$ cat src/rtl/fifo_rd_stream_if.sv
// Bundle of the FIFO read port and the downstream valid/ready stream seen by fifo_rd_stream.
interface fifo_rd_stream_if #(
    parameter int unsigned DATA_WIDTH = 8,
    parameter int unsigned RD_LATENCY = 1
);
    localparam int unsigned BUF_DEPTH = RD_LATENCY + 2;
    localparam int unsigned LVL_W     = $clog2(BUF_DEPTH + 1);

    logic                  fifo_rd_en;
    logic [DATA_WIDTH-1:0] fifo_rd_data;
    logic                  fifo_empty;
    logic                  m_valid;
    logic                  m_ready;
    logic [DATA_WIDTH-1:0] m_data;
    logic [LVL_W-1:0]      buf_level;

    modport master (
        output fifo_rd_en,
        input  fifo_rd_data,
        input  fifo_empty,
        output m_valid,
        input  m_ready,
        output m_data,
        output buf_level
    );

    modport slave (
        input  fifo_rd_en,
        output fifo_rd_data,
        output fifo_empty,
        input  m_valid,
        output m_ready,
        input  m_data,
        input  buf_level
    );
endinterface

$ cat src/rtl/fifo_rd_stream.sv
// FIFO read-port drainer: credit-limited pops land in a small circular skid buffer
// whose head is presented as a valid/ready stream.
module fifo_rd_stream #(
    parameter int unsigned DATA_WIDTH = 8,
    parameter int unsigned RD_LATENCY = 1
) (
    input  logic             clk,
    input  logic             rst,
    fifo_rd_stream_if.master bus
);
    localparam int unsigned BUF_DEPTH = RD_LATENCY + 2;
    localparam int unsigned CNT_W     = $clog2(BUF_DEPTH + 1);
    localparam int unsigned PTR_W     = $clog2(BUF_DEPTH);
    localparam int unsigned SUM_W     = CNT_W + 1;

    logic [RD_LATENCY-1:0] issue_q, issue_d;
    logic [DATA_WIDTH-1:0] buf_q [BUF_DEPTH];
    logic [DATA_WIDTH-1:0] buf_d [BUF_DEPTH];
    logic [PTR_W-1:0]      wr_ptr_q, wr_ptr_d;
    logic [PTR_W-1:0]      rd_ptr_q, rd_ptr_d;
    logic [CNT_W-1:0]      count_q, count_d;
    logic [SUM_W-1:0]      inflight;
    logic                  rd_en;
    logic                  push;
    logic                  pop;

    // Credit: words in flight plus words buffered must leave room; a same-cycle pop is not credited.
    always_comb begin
        inflight = '0;
        for (int i = 0; i < int'(RD_LATENCY); i++) begin
            inflight = inflight + SUM_W'(issue_q[i]);
        end
        rd_en = !rst && !bus.fifo_empty
                && ((inflight + SUM_W'(count_q)) < SUM_W'(BUF_DEPTH));
    end

    assign push = issue_q[RD_LATENCY-1];
    assign pop  = (count_q != '0) && bus.m_ready;

    always_comb begin
        issue_d    = '0;
        buf_d      = buf_q;
        wr_ptr_d   = wr_ptr_q;
        rd_ptr_d   = rd_ptr_q;
        count_d    = count_q;
        issue_d[0] = rd_en;
        for (int i = 1; i < int'(RD_LATENCY); i++) begin
            issue_d[i] = issue_q[i-1];
        end
        if (push) begin
            buf_d[wr_ptr_q] = bus.fifo_rd_data;
            wr_ptr_d = (wr_ptr_q == PTR_W'(BUF_DEPTH - 1)) ? '0 : wr_ptr_q + PTR_W'(1);
        end
        if (pop) begin
            rd_ptr_d = (rd_ptr_q == PTR_W'(BUF_DEPTH - 1)) ? '0 : rd_ptr_q + PTR_W'(1);
        end
        case ({push, pop})
            2'b10:   count_d = count_q + CNT_W'(1);
            2'b01:   count_d = count_q - CNT_W'(1);
            default: count_d = count_q;
        endcase
    end

    // Reset drops buffered words and in-flight issue bits so late read data is ignored.
    always_ff @(posedge clk) begin
        if (rst) begin
            issue_q  <= '0;
            wr_ptr_q <= '0;
            rd_ptr_q <= '0;
            count_q  <= '0;
            for (int i = 0; i < int'(BUF_DEPTH); i++) begin
                buf_q[i] <= '0;
            end
        end else begin
            issue_q  <= issue_d;
            wr_ptr_q <= wr_ptr_d;
            rd_ptr_q <= rd_ptr_d;
            count_q  <= count_d;
            buf_q    <= buf_d;
        end
    end

    assign bus.fifo_rd_en = rd_en;
    assign bus.m_valid    = (count_q != '0);
    assign bus.m_data     = buf_q[rd_ptr_q];
    assign bus.buf_level  = count_q;

`ifndef SYNTHESIS
    // The credit rule makes overflow unreachable; this guards against regressions.
    no_overflow_a: assert property (@(posedge clk) disable iff (rst)
        !(push && !pop && (count_q == CNT_W'(BUF_DEPTH))));
`endif
endmodule

$ cat src/flat_wrapper.sv
// flat-port wrapper written by rule: the top's interface ports become plain ports
module fifo_rd_stream_flat 
#(
    parameter int unsigned DATA_WIDTH = 8,
    parameter int unsigned RD_LATENCY = 1
)
  (clk, rst, bus_fifo_rd_en, bus_fifo_rd_data, bus_fifo_empty, bus_m_valid, bus_m_ready, bus_m_data, bus_buf_level);
  fifo_rd_stream_if #(.DATA_WIDTH(DATA_WIDTH), .RD_LATENCY(RD_LATENCY)) bus_i ();
  input  logic clk;
  input  logic rst;
  output wire logic [$bits(bus_i.fifo_rd_en)-1:0] bus_fifo_rd_en;
  input wire logic [$bits(bus_i.fifo_rd_data)-1:0] bus_fifo_rd_data;
  input wire logic [$bits(bus_i.fifo_empty)-1:0] bus_fifo_empty;
  output wire logic [$bits(bus_i.m_valid)-1:0] bus_m_valid;
  input wire logic [$bits(bus_i.m_ready)-1:0] bus_m_ready;
  output wire logic [$bits(bus_i.m_data)-1:0] bus_m_data;
  output wire logic [$bits(bus_i.buf_level)-1:0] bus_buf_level;
  assign bus_fifo_rd_en = bus_i.fifo_rd_en;
  assign bus_i.fifo_rd_data = bus_fifo_rd_data;
  assign bus_i.fifo_empty = bus_fifo_empty;
  assign bus_m_valid = bus_i.m_valid;
  assign bus_i.m_ready = bus_m_ready;
  assign bus_m_data = bus_i.m_data;
  assign bus_buf_level = bus_i.buf_level;
  fifo_rd_stream #(.DATA_WIDTH(DATA_WIDTH), .RD_LATENCY(RD_LATENCY)) u_core (.clk(clk), .rst(rst), .bus(bus_i));
endmodule
$ cat config.mk
export PLATFORM = sky130hd
export DESIGN_NAME = fifo_rd_stream_flat
export DESIGN_NICKNAME = d
export VERILOG_FILES = /design/src/rtl/fifo_rd_stream_if.sv /design/src/rtl/fifo_rd_stream.sv /design/src/flat_wrapper.sv
export SDC_FILE = /design/constraint.sdc
export NUM_CORES = 1
export LEC_CHECK = 0
export CORE_UTILIZATION = 30
export DETAILED_ROUTE_END_ITERATION = 12
export PLACE_DENSITY = 0.54
export SYNTH_ARGS = -nofsm -noshare
export SYNTH_HDL_FRONTEND = slang
export SYNTH_SLANG_ARGS = --single-unit
$ cat constraint.sdc
create_clock -name clk -period 1.91 [get_ports clk]
set_clock_uncertainty 0.2 [all_clocks]
set_input_delay 0.573 -clock clk [delete_from_list [all_inputs] [get_ports clk]]
set_output_delay 0.573 -clock clk [all_outputs]
set_load 0.05 [all_outputs]
## After elaboration in Yosys (flattened, before gate mapping)

Index checks and enable logic that the tools add are counted.

- Output and inout bits: 12
- Logic and storage cells: 39
- Input bits: 12
- Bits in registers: 31

- Reductions and logical operators: 8
- Equality and inequality tests: 4
- Add/sub/neg operators: 5
- Bitwise operators: 2
- Mux-type cells: 9
- $lt $le $gt $ge: 4

Operators with widths:

| operator | number |
|---|---|
| bitwise mux 24 bit | 1 |
| two-way mux 8 bit | 3 |
| binary-select mux 8 bit (select 2 bit) | 1 |
| demux 8 bit (select 2 bit) | 1 |
| adder 2 x 1 -> 2 bit (second input constant) | 3 |
| equality test 2 bit (second input constant) | 3 |
| greater-or-equal comparator 3 bit (second input constant) | 2 |
| inverter 2 -> 3 bit | 2 |
| logical AND 1 bit | 4 |
| two-way mux 2 bit | 2 |
| one-hot mux 2 bit (2 select lines) | 1 |
| nonzero test 2 bit | 2 |
| adder 1 x 2 -> 3 bit | 1 |
| < comparator 3 x 1 -> 1 bit (second input constant) | 1 |
| < comparator 3 x 2 -> 1 bit (second input constant) | 1 |
| equality test 2 x 1 -> 1 bit (second input constant) | 1 |
| logical NOT 1 bit | 2 |
| subtractor 2 x 1 -> 2 bit (second input constant) | 1 |

## Logic depth before layout (Yosys ltp)

Gate-level depths: netlist of run 1.

- Word-level depth: 6
- Gate-level depth with buffers: 6
- Gate-level depth less buffers: 6

## Least setup slack after synthesis of run 1

Ideal clock, no wire load.

- Path type: register -> output
- From: register u_core.count_q[0], in the netlist u_core.bus.buf_level[0]
- To: output bus_fifo_rd_en
- Required time: 1.137 ns
- Stages on the path, launching flop included: 4
- Data arrival time: 3.663 ns
- Slack: -2.526 ns
- Buffers on the path: 0
- Path through: dfxtp_1 ha_1 ha_1 a2111oi_0

- Word-level cells in the longest chain between the ends: 3

RTL lines:

| item | RTL line | text |
|---|---|---|
| start: declaration | fifo_rd_stream.sv:21 | `logic [CNT_W-1:0] count_q, count_d;` |
| start signal: assignment | fifo_rd_stream.sv:78 | `count_q <= count_d;` |
| adder 1 x 2 -> 3 bit | fifo_rd_stream.sv:34 | `&& ((inflight + SUM_W'(count_q)) < SUM_W'(BUF_DEPTH));` |
| < comparator 3 x 2 -> 1 bit | fifo_rd_stream.sv:34 |  |
| logical AND 1 bit | fifo_rd_stream.sv:34 |  |
| end: declaration | flat_wrapper.sv:11 | `output wire logic [$bits(bus_i.fifo_rd_en)-1:0] bus_fifo_rd_en;` |

Every way passes these cells.

## Worst setup path after layout of run 1

Ends and elaborated chain as after synthesis.

==> flow_summary.yaml, run 1 <==
outcome:
  status: "finished with violations"
  violations: "setup timing"
critical_path:
  worstSetupPathType: "reg2out"
  cp_max_fo: 2
  cp-end-kind: "primary output"
  cp_common_cell: "ha_4"
  arrival_ps: 1520
  crit_slowest_cell: "dfxtp_4"
  cpPeakStageDelay_ps: 350
  worst-path-buf-inv: 1
  critical_path_required_ps: 1140
  cp_top_family: "adder cells"
  start_kind: "register"
  path_cells: "ha_4 > ha_4 > a2111oi_4 > buf_12"
power_and_ir_drop:
  irDropWorstVdd_mv: 0.529
  p_leak_nw: 0.956
  p_per_area_nw_per_um2: 1060
timing:
  drv_slew: 0
  fmax_ghz: 0.435
  hold_viol: 0
  worst_slack_ps: -386
  max-slew-margin-rel: 0.789
  worst_pin_slew_ps: 309
  setup_viol: 10
  fin_crit_sh: 1.20
  fin_crit_ps: 2300
  grt_setup_unrepaired: "yes"
  fin_setup_tns_ps: -2080
  holdWs_ps: 298
cts:
  clk_latency_ps: 280
  tritoncts: "yes"
  cts_hold_buf: 0
  cts-root-buf: "clkbuf_8"
  clk_pin_slew_ps: 60
  htree_levels: 2
  cts_num_sinks: 31
  numCtsBuffers: 5
  clk_path_buf_depth: 2
placed_design:
  dp.final_hpwl_microns: 2230
  post-place-ws_ps: -417
  io_buffers: 23
  place.gp.congestion: 0.780
die:
  core-area_sq_um: 4320
  start_util: 0.312
  dieWidth_microns: 69.1
  io_pins: 24
  core.rowCount: 24
  die_y_microns: 69.1
  dieArea_sq_um: 4770
drt:
  via_per_inst: 4.88
  vias: 1172
  first_iter_violations: 37
  wl_microns: 3370
  wire_per_inst_microns: 14.0
  dr.pass1.iters: 5
  route.detailed.drc: 0
  ant_nets: 0
synthesis:
  yosysSeqAreaShare: 0.460
  post_synth.cell_area_avg_sq_um: 9.57
  synth-seq-cells: 31
  synthCells: 141
  syn_area_sq_um: 1350
  synth_warnings: 0
  synth_nets: 156
  synthDistinctLibCells: 21
final_layout:
  syn2layout_area_growth_pct: 70.8
  drive_gt1_frac: 0.383
  antenna_cells: 0
  fin_nets: 202
  fillers: 368
run:
  max_cap_viol_count: 0
global_routing:
  grt-ovfl-total: 0
  grt_max_degree: 32
  antenna_found_initial: 0
  track_usage: 0.154
  grt_pass1_vias: 1227
  grt_pass1_wl_microns: 5670
worst_hold_path:
  holdCritPathClass: "reg2reg"
area by class of cell:
cell class	count	area, sq um	share of cell area
Multi-Input combinational cell	98	901	0.391
Sequential cell	31	631	0.274
Timing Repair Buffer	49	599	0.260
Clock buffer	8	100	0.0435
Tap cell	52	65.1	0.0282
Inverter	2	7.51	0.00326
where the power goes:
part,internal [mW],leakage [nW],switching (mW)
combinational,0.582,0.651,0.535
clock,0.328,0.0515,0.234
sequential,0.706,0.254,0.0462
state kept, by name (all words and copies together) (netlist names):
register	flops
u_core.buf_q	24
u_core.bus.buf_level	2
u_core.rd_ptr_q	2
u_core.wr_ptr_q	2
u_core.issue_q	1
cells in the mapped netlist:
cell	count	area, sq um
o21ai_0	1	5.00
nand3b_1	2	15.0
o22ai_1	8	50.1
inv_1	2	7.51
a2111oi_0	2	17.5
nand2_1	10	37.5
xor2_1	1	8.76
ha_1	3	37.5
buf_2	5	25.0
buf_4	2	15.0
or3_1	2	12.5
mux2i_1	33	330
nor2_1	27	101
dfxtp_1	31	621
xnor2_1	1	8.76
nor3b_1	1	7.51
a21oi_1	4	20.0
o21ai_1	1	5.00
clkbuf_1	3	11.3
nor2b_1	1	6.26
or2_1	1	6.26
final timing paths:
path | slack [ps] | to | cells after the start | start
setup reg to reg | 150 | u_core.bus.buf_level[1] | 8 | u_core.bus.buf_level[0]
setup / recovery | -390 | bus_fifo_rd_en | 4 | u_core.bus.buf_level[0]
hold reg to reg | 300 | u_core.buf_q[9] | 2 | u_core.buf_q[9]
hold / removal | 300 | u_core.buf_q[9] | 2 | u_core.buf_q[9]
stage by stage:
step,std cells,power (mW),utilization,instance area [sq um]
after floorplan,141,1.30,-,1490
after global placement,222,1.69,0.458,1980
after detailed placement,222,1.71,0.458,1980
after CTS,239,2.40,0.523,2260
after global routing,240,2.54,0.533,2300
final,240,2.43,0.533,2300
placed cells by master, fill, tap and decap left out:
cell type and instances:
a2111oi_0 1, a2111oi_4 1, a21oi_1 4, buf_12 13, buf_16 1, buf_4 18, buf_6 6, clkbuf_1 1
clkbuf_8 7, clkdlybuf4s50_1 10, dfxtp_1 27, dfxtp_2 2, dfxtp_4 2, dlygate4sd2_1 1, ha_4 3, inv_1 1
inv_2 1, mux2i_1 25, mux2i_2 3, mux2i_4 5, nand2_1 10, nand3b_1 2, nor2_1 27, nor2b_1 1
nor3b_1 1, o21ai_0 1, o21ai_4 1, o22ai_2 3, o22ai_4 5, or2_4 1, or3_1 2, xnor2_1 1
xor2_1 1
logic make-up (layout without fill, tap and decap cells):
group           Yosys count  after routing  synth area share
flops                    31             31             0.460
fa+ha+maj                 3              3            0.0278
simple gates             44             44             0.138
buf+inv                  12             59            0.0436
xor+xnor                  2              2            0.0130
compound gates           16             16            0.0724
mux                      33             33             0.245
worst reg2reg max path, stage by stage, from the launching register on:
cell and delay (ps):
dfxtp_4 350, buf_4 130, buf_6 120, o21ai_4 150, inv_2 60, ha_4 160
xnor2_1 120, or3_1 300, a21oi_1 110
timing repair:
action,4_1_cts,5_1_grt
setup buffers,8,2
gates cloned,1,0
setup endpoints to repair,11,12
pin swaps,5,4
gates resized for setup,24,6
routing by layer:
layer  GRT usage  up-vias  routed length, microns
li1            -      581                       -
met3      0.0424        9                      91
met4      0.0862        0                      92
met1       0.174      562                    1440
met5           0        -                       0
met2       0.261       20                    1740
(Power assumes the default switching activity.)
==> run 2: changes to the inputs <==
--- a/config.mk
+++ b/config.mk
@@ -5,8 +5,10 @@
 export SDC_FILE = /design/constraint.sdc
 export NUM_CORES = 1
 export LEC_CHECK = 0
+export CORE_ASPECT_RATIO = 0.75
 export CORE_UTILIZATION = 30
 export DETAILED_ROUTE_END_ITERATION = 12
+export HOLD_SLACK_MARGIN = 0.03
 export PLACE_DENSITY = 0.54
 export SYNTH_ARGS = -nofsm -noshare
 export SYNTH_HDL_FRONTEND = slang
==> run 2 against run 1 <==
Compared with the run above:
- the run still ends with setup timing left
- highest routed layer unchanged
- largest power group unchanged
- cell count rose by 2.1%
- setup slack got worse by 16 ps
- register-to-register slack got worse by 80 ps
- global-route usage rose by 1.7 points
- combinational power barely moved
- die area barely moved
- cell area rose by 2.5%
- sequential share of layout area fell by 0.56 points
- critical path type unchanged
- sequential power rose by 0.9%
- wire length rose by 5.0%
- sequential cell count did not move
==> flow_summary.yaml, run 2 (synthesized netlist as in run 1, its figures left out) <==
cts:
  cts_hold_buf: 0
  tritoncts: "yes"
  clk_pin_slew_ps: 70
  numCtsBuffers: 5
  cts_num_sinks: 31
  htree_levels: 2
  clk_path_buf_depth: 2
  cts-root-buf: "clkbuf_8"
  clk_latency_ps: 280
final_layout:
  syn2layout_area_growth_pct: 75.0
  fin_nets: 204
  drive_gt1_frac: 0.395
  final_cell_mix: "nor2_1 (27), dfxtp_1 (27), mux2i_1 (25), buf_4 (19), buf_12 (13)"
  top_register: "u_core.buf_q"
  largest_register_ffs: 24
  antenna_cells: 0
critical_path:
  r2r-end: "u_core.bus.buf_level[1]"
  cp_top_family: "adder cells"
  rrSetupSlack_ps: 70
  arrival_ps: 1540
  cp-end-kind: "primary output"
  critical_path_required_ps: 1140
  crit_slowest_cell: "dfxtp_4"
  cp_max_fo: 2
  cpPeakStageDelay_ps: 360
  worstSetupPathType: "reg2out"
  worst-path-buf-inv: 1
  reg2reg_depth: 8
  worstReg2RegStart: "u_core.bus.buf_level[0]"
  start_kind: "register"
  path_cells: "ha_4 > ha_4 > a2111oi_4 > buf_12"
  cp_common_cell: "ha_4"
drt:
  dr.pass1.iters: 4
  ant_nets: 0
  via_per_inst: 4.78
  wire_per_inst_microns: 14.4
  vias: 1170
  wl_microns: 3540
  first_iter_violations: 43
  route.detailed.drc: 0
timing:
  max-slew-margin-rel: 0.780
  drv_slew: 0
  setup_viol: 11
  fin_setup_tns_ps: -1950
  grt_setup_unrepaired: "yes"
  worst_slack_ps: -402
  fin_crit_sh: 1.21
  fmax_ghz: 0.432
  fin_crit_ps: 2310
  holdWs_ps: 298
  hold_viol: 0
  worst_pin_slew_ps: 322
die:
  io_pins: 24
  dieArea_sq_um: 4770
  core.rowCount: 20
  dieWidth_microns: 79.4
  start_util: 0.323
  die_y_microns: 60.1
  core-area_sq_um: 4180
power_and_ir_drop:
  finalPower_mw: 2.52
  p_leak_nw: 0.980
  irDropWorstVdd_mv: 0.604
  p_per_area_nw_per_um2: 1070
worst_hold_path:
  hold_path_end: "u_core.buf_q[10]"
  holdPathStages: 2
  holdCritStartpoint: "u_core.buf_q[10]"
  holdCritPathClass: "reg2reg"
global_routing:
  grt_pass1_wl_microns: 6060
  grt_pass1_vias: 1266
  track_usage: 0.171
  grt-ovfl-total: 0
  antenna_found_initial: 0
  grt_max_degree: 32
placed_design:
  io_buffers: 23
  place.gp.congestion: 0.710
  post-place-ws_ps: -433
  dp.final_hpwl_microns: 2400
run:
  max_cap_viol_count: 0
outcome:
  violations: "setup timing"
  status: "finished with violations"
run 2: cell types whose count changed in the layout (fill, tap and decap cells not counted), sizes merged:
cell and change:
clkbuf -2, clkinv +1, bufinv +1, buf +2
run 2: power breakdown:
part	switching, mW	leakage [nW]	internal [mW]
combinational	0.540	0.665	0.560
sequential	0.0506	0.254	0.708
clock	0.245	0.0612	0.422
total	0.835	0.980	1.69
run 2: repair_timing:
item | 4_1_cts | 5_1_grt
resized for setup | 24 | 8
setup endpoints to repair | 11 | 11
pin swaps | 3 | 3
buffers inserted | 5 | 6
cloned | 1 | 0
run 2: worst max path at each step:
stage                            startpoint             end  slack [ps]  cells after the start
detailed placement                      rst  bus_fifo_rd_en        -430                      3
floorplan           u_core.bus.buf_level[0]  bus_fifo_rd_en        -380                      3
global route        u_core.bus.buf_level[0]  bus_fifo_rd_en        -460                      4
finish              u_core.bus.buf_level[0]  bus_fifo_rd_en        -400                      4
global placement                        rst  bus_fifo_rd_en        -410                      3
CTS                 u_core.bus.buf_level[0]  bus_fifo_rd_en        -410                      4
run 2: area by class of cell:
type	count	area, sq um
clock buffers	6	82.6
flip-flops and latches	31	633
repair buffers	51	622
inverters	2	7.51
fillers	348	1820
multi-input cells	98	912
well taps	55	68.8
clock inverters	2	35.0
run 2: worst reg2reg max path, stage by stage (launching register included):
cell,delay [ps]
dfxtp_4,360
buf_4,130
buf_6,110
o21ai_2,180
inv_2,70
ha_4,160
xnor2_1,120
or3_1,320
a21oi_1,130
run 2: per-stage QoR:
step | std cells | instance area (sq um) | util
2_1_floorplan | 141 | 1490 | -
3_3_place_gp | 225 | 1980 | 0.473
3_5_place_dp | 225 | 1980 | 0.473
4_1_cts | 239 | 2290 | 0.547
5_1_grt | 245 | 2360 | 0.565
6_report | 245 | 2360 | 0.565
run 2: per-layer routing:
layer,share of wire,GRT usage
met1,0.44,0.196
met2,0.52,0.311
met3,0.035,0.0473
met4,0.0099,0.0545
met5,0,0
==> run 3: changes to the inputs <==
--- a/config.mk
+++ b/config.mk
@@ -5,11 +5,12 @@
 export SDC_FILE = /design/constraint.sdc
 export NUM_CORES = 1
 export LEC_CHECK = 0
-export CORE_ASPECT_RATIO = 0.75
+export CORE_ASPECT_RATIO = 1.75
 export CORE_UTILIZATION = 30
 export DETAILED_ROUTE_END_ITERATION = 12
 export HOLD_SLACK_MARGIN = 0.03
 export PLACE_DENSITY = 0.54
+export REMOVE_ABC_BUFFERS = 1
 export SYNTH_ARGS = -nofsm -noshare
 export SYNTH_HDL_FRONTEND = slang
 export SYNTH_SLANG_ARGS = --single-unit
==> run 3 against run 2 <==
Compared with the run above:
- the run still ends with setup timing left
- non-clock buffer count decreased by 10
- maximum frequency fell by 2.0%
- clock power fell by 13%
- first-iteration DRC count decreased by 79%
- critical path type unchanged
- highest routed layer unchanged
==> flow_summary.yaml, run 3 (synthesized netlist as in run 1, its figures left out) <==
timing:
  hold_viol: 0
  setup_viol: 10
  worst_slack_ps: -448
  holdWs_ps: 303
  max-slew-margin-rel: 0.779
  drv_slew: 0
  fin_crit_ps: 2360
  fin_crit_sh: 1.23
  grt_setup_unrepaired: "yes"
  fmax_ghz: 0.424
  worst_pin_slew_ps: 323
cts:
  htree_levels: 2
  numCtsBuffers: 5
  clk_path_buf_depth: 2
  cts-root-buf: "clkbuf_8"
  clk_pin_slew_ps: 70
  tritoncts: "yes"
  cts_num_sinks: 31
  cts_hold_buf: 0
  clk_latency_ps: 290
global_routing:
  met1_usage: 0.179
  track_usage: 0.176
  busiest_layer: "met2"
  grt_pass1_vias: 1316
  grt_pass1_wl_microns: 6070
  grt-ovfl-total: 0
  antenna_found_initial: 0
  gr-usage-met2: 0.318
  met3_usage: 0.0471
  grt_max_degree: 32
drt:
  vias: 1165
  wire_per_inst_microns: 15.4
  route.detailed.drc: 0
  via_per_inst: 5.09
  ant_nets: 0
  wl_microns: 3520
  dr.pass1.iters: 2
  first_iter_violations: 9
placed_design:
  dp.cells: 216
  place.gp.congestion: 0.750
  dp.final_hpwl_microns: 2300
  io_buffers: 23
critical_path:
  start_kind: "register"
  critPathLaunch: "u_core.bus.buf_level[0]"
  cp-end-kind: "primary output"
  arrival_ps: 1590
  r2r-end: "u_core.bus.buf_level[1]"
  crit_slowest_cell: "dfxtp_2"
  cp_common_cell: "ha_4"
  path_cells: "ha_4 > ha_4 > a2111oi_4 > buf_4 > buf_12"
  rrSetupSlack_ps: 160
  cpPeakStageDelay_ps: 340
  reg2reg_depth: 7
  worst-path-buf-inv: 2
  cp_top_family: "adder cells"
  cp_max_fo: 2
  critical_path_required_ps: 1140
  worstSetupPathType: "reg2out"
  worstReg2RegStart: "u_core.bus.buf_level[0]"
final_layout:
  antenna_cells: 0
  drive_gt1_frac: 0.356
  syn2layout_area_growth_pct: 63.9
  final_cell_mix: "nor2_1 (27), dfxtp_1 (27), mux2i_1 (26), buf_12 (14), buf_4 (13)"
  largest_register_ffs: 24
  fin_nets: 194
  top_register: "u_core.buf_q"
  finalNonFillerCells: 229
worst_hold_path:
  holdCritPathClass: "reg2reg"
  hold_path_end: "u_core.buf_q[19]"
  holdPathStages: 2
  holdCritStartpoint: "u_core.buf_q[19]"
die:
  dieArea_sq_um: 4780
  die_y_microns: 90.7
  dieWidth_microns: 52.7
  io_pins: 24
  core.rowCount: 31
  start_util: 0.319
  core-area_sq_um: 4230
power_and_ir_drop:
  p_leak_nw: 0.927
  p_per_area_nw_per_um2: 1070
  irDropWorstVdd_mv: 0.896
run:
  max_cap_viol_count: 0
outcome:
  violations: "setup timing"
  status: "finished with violations"
-- run 3: routing by layer --
metal  vias to the layer above  wire [microns]
li1                        565               -
met1                       570            1290
met2                        23            2030
met3                         7             122
met4                         0              76
met5                         -               0
-- run 3: through the flow --
| stage | worst slack, ps | area [sq um] | power [mW] | util | setup TNS, ps |
|---|---|---|---|---|---|
| detailed placement | -548 | 1830 | 1.61 | 0.433 | -1130 |
| finish | -448 | 2210 | 2.37 | 0.523 | -1940 |
| CTS | -443 | 2160 | 2.33 | 0.511 | -1990 |
| floorplan | -2530 | 1300 | 1.16 | - | -7090 |
| global placement | -583 | 1830 | 1.58 | 0.433 | -1090 |
| global route | -494 | 2210 | 2.46 | 0.523 | -2350 |
-- run 3: power breakdown --
part	switching [mW]	internal, mW	leakage, nW
logic	0.516	0.530	0.622
registers	0.0464	0.702	0.253
clock network	0.249	0.329	0.0515
-- run 3: how the worst max path moves through the flow --
stage,end,slack [ps],depth (start not counted)
global route,bus_fifo_rd_en,-490,5
finish,bus_fifo_rd_en,-450,5
global placement,bus_fifo_rd_en,-580,4
detailed placement,bus_fifo_rd_en,-550,4
floorplan,bus_fifo_rd_en,-2530,3
CTS,bus_fifo_rd_en,-440,5
-- run 3: repair_timing --
item,CTS,global route
pin swaps,5,4
setup buffers,3,1
gates cloned,1,0
setup endpoints to repair,11,11
resized for setup,32,11
-- run 3: tightest hold or removal path: stages, from the launching register on --
cell	delay [ps]
dfxtp_1	330
mux2i_1	70
nor2_1	80
-- run 3: cell type report --
| type | count | area (sq um) |
|---|---|---|
| fill | 373 | 2020 |
| tap | 49 | 61.3 |
| clock buffer | 8 | 100 |
| inverter | 2 | 7.51 |
| sequential | 31 | 626 |
| multi-input combinational | 98 | 872 |
| timing repair buffer | 41 | 544 |
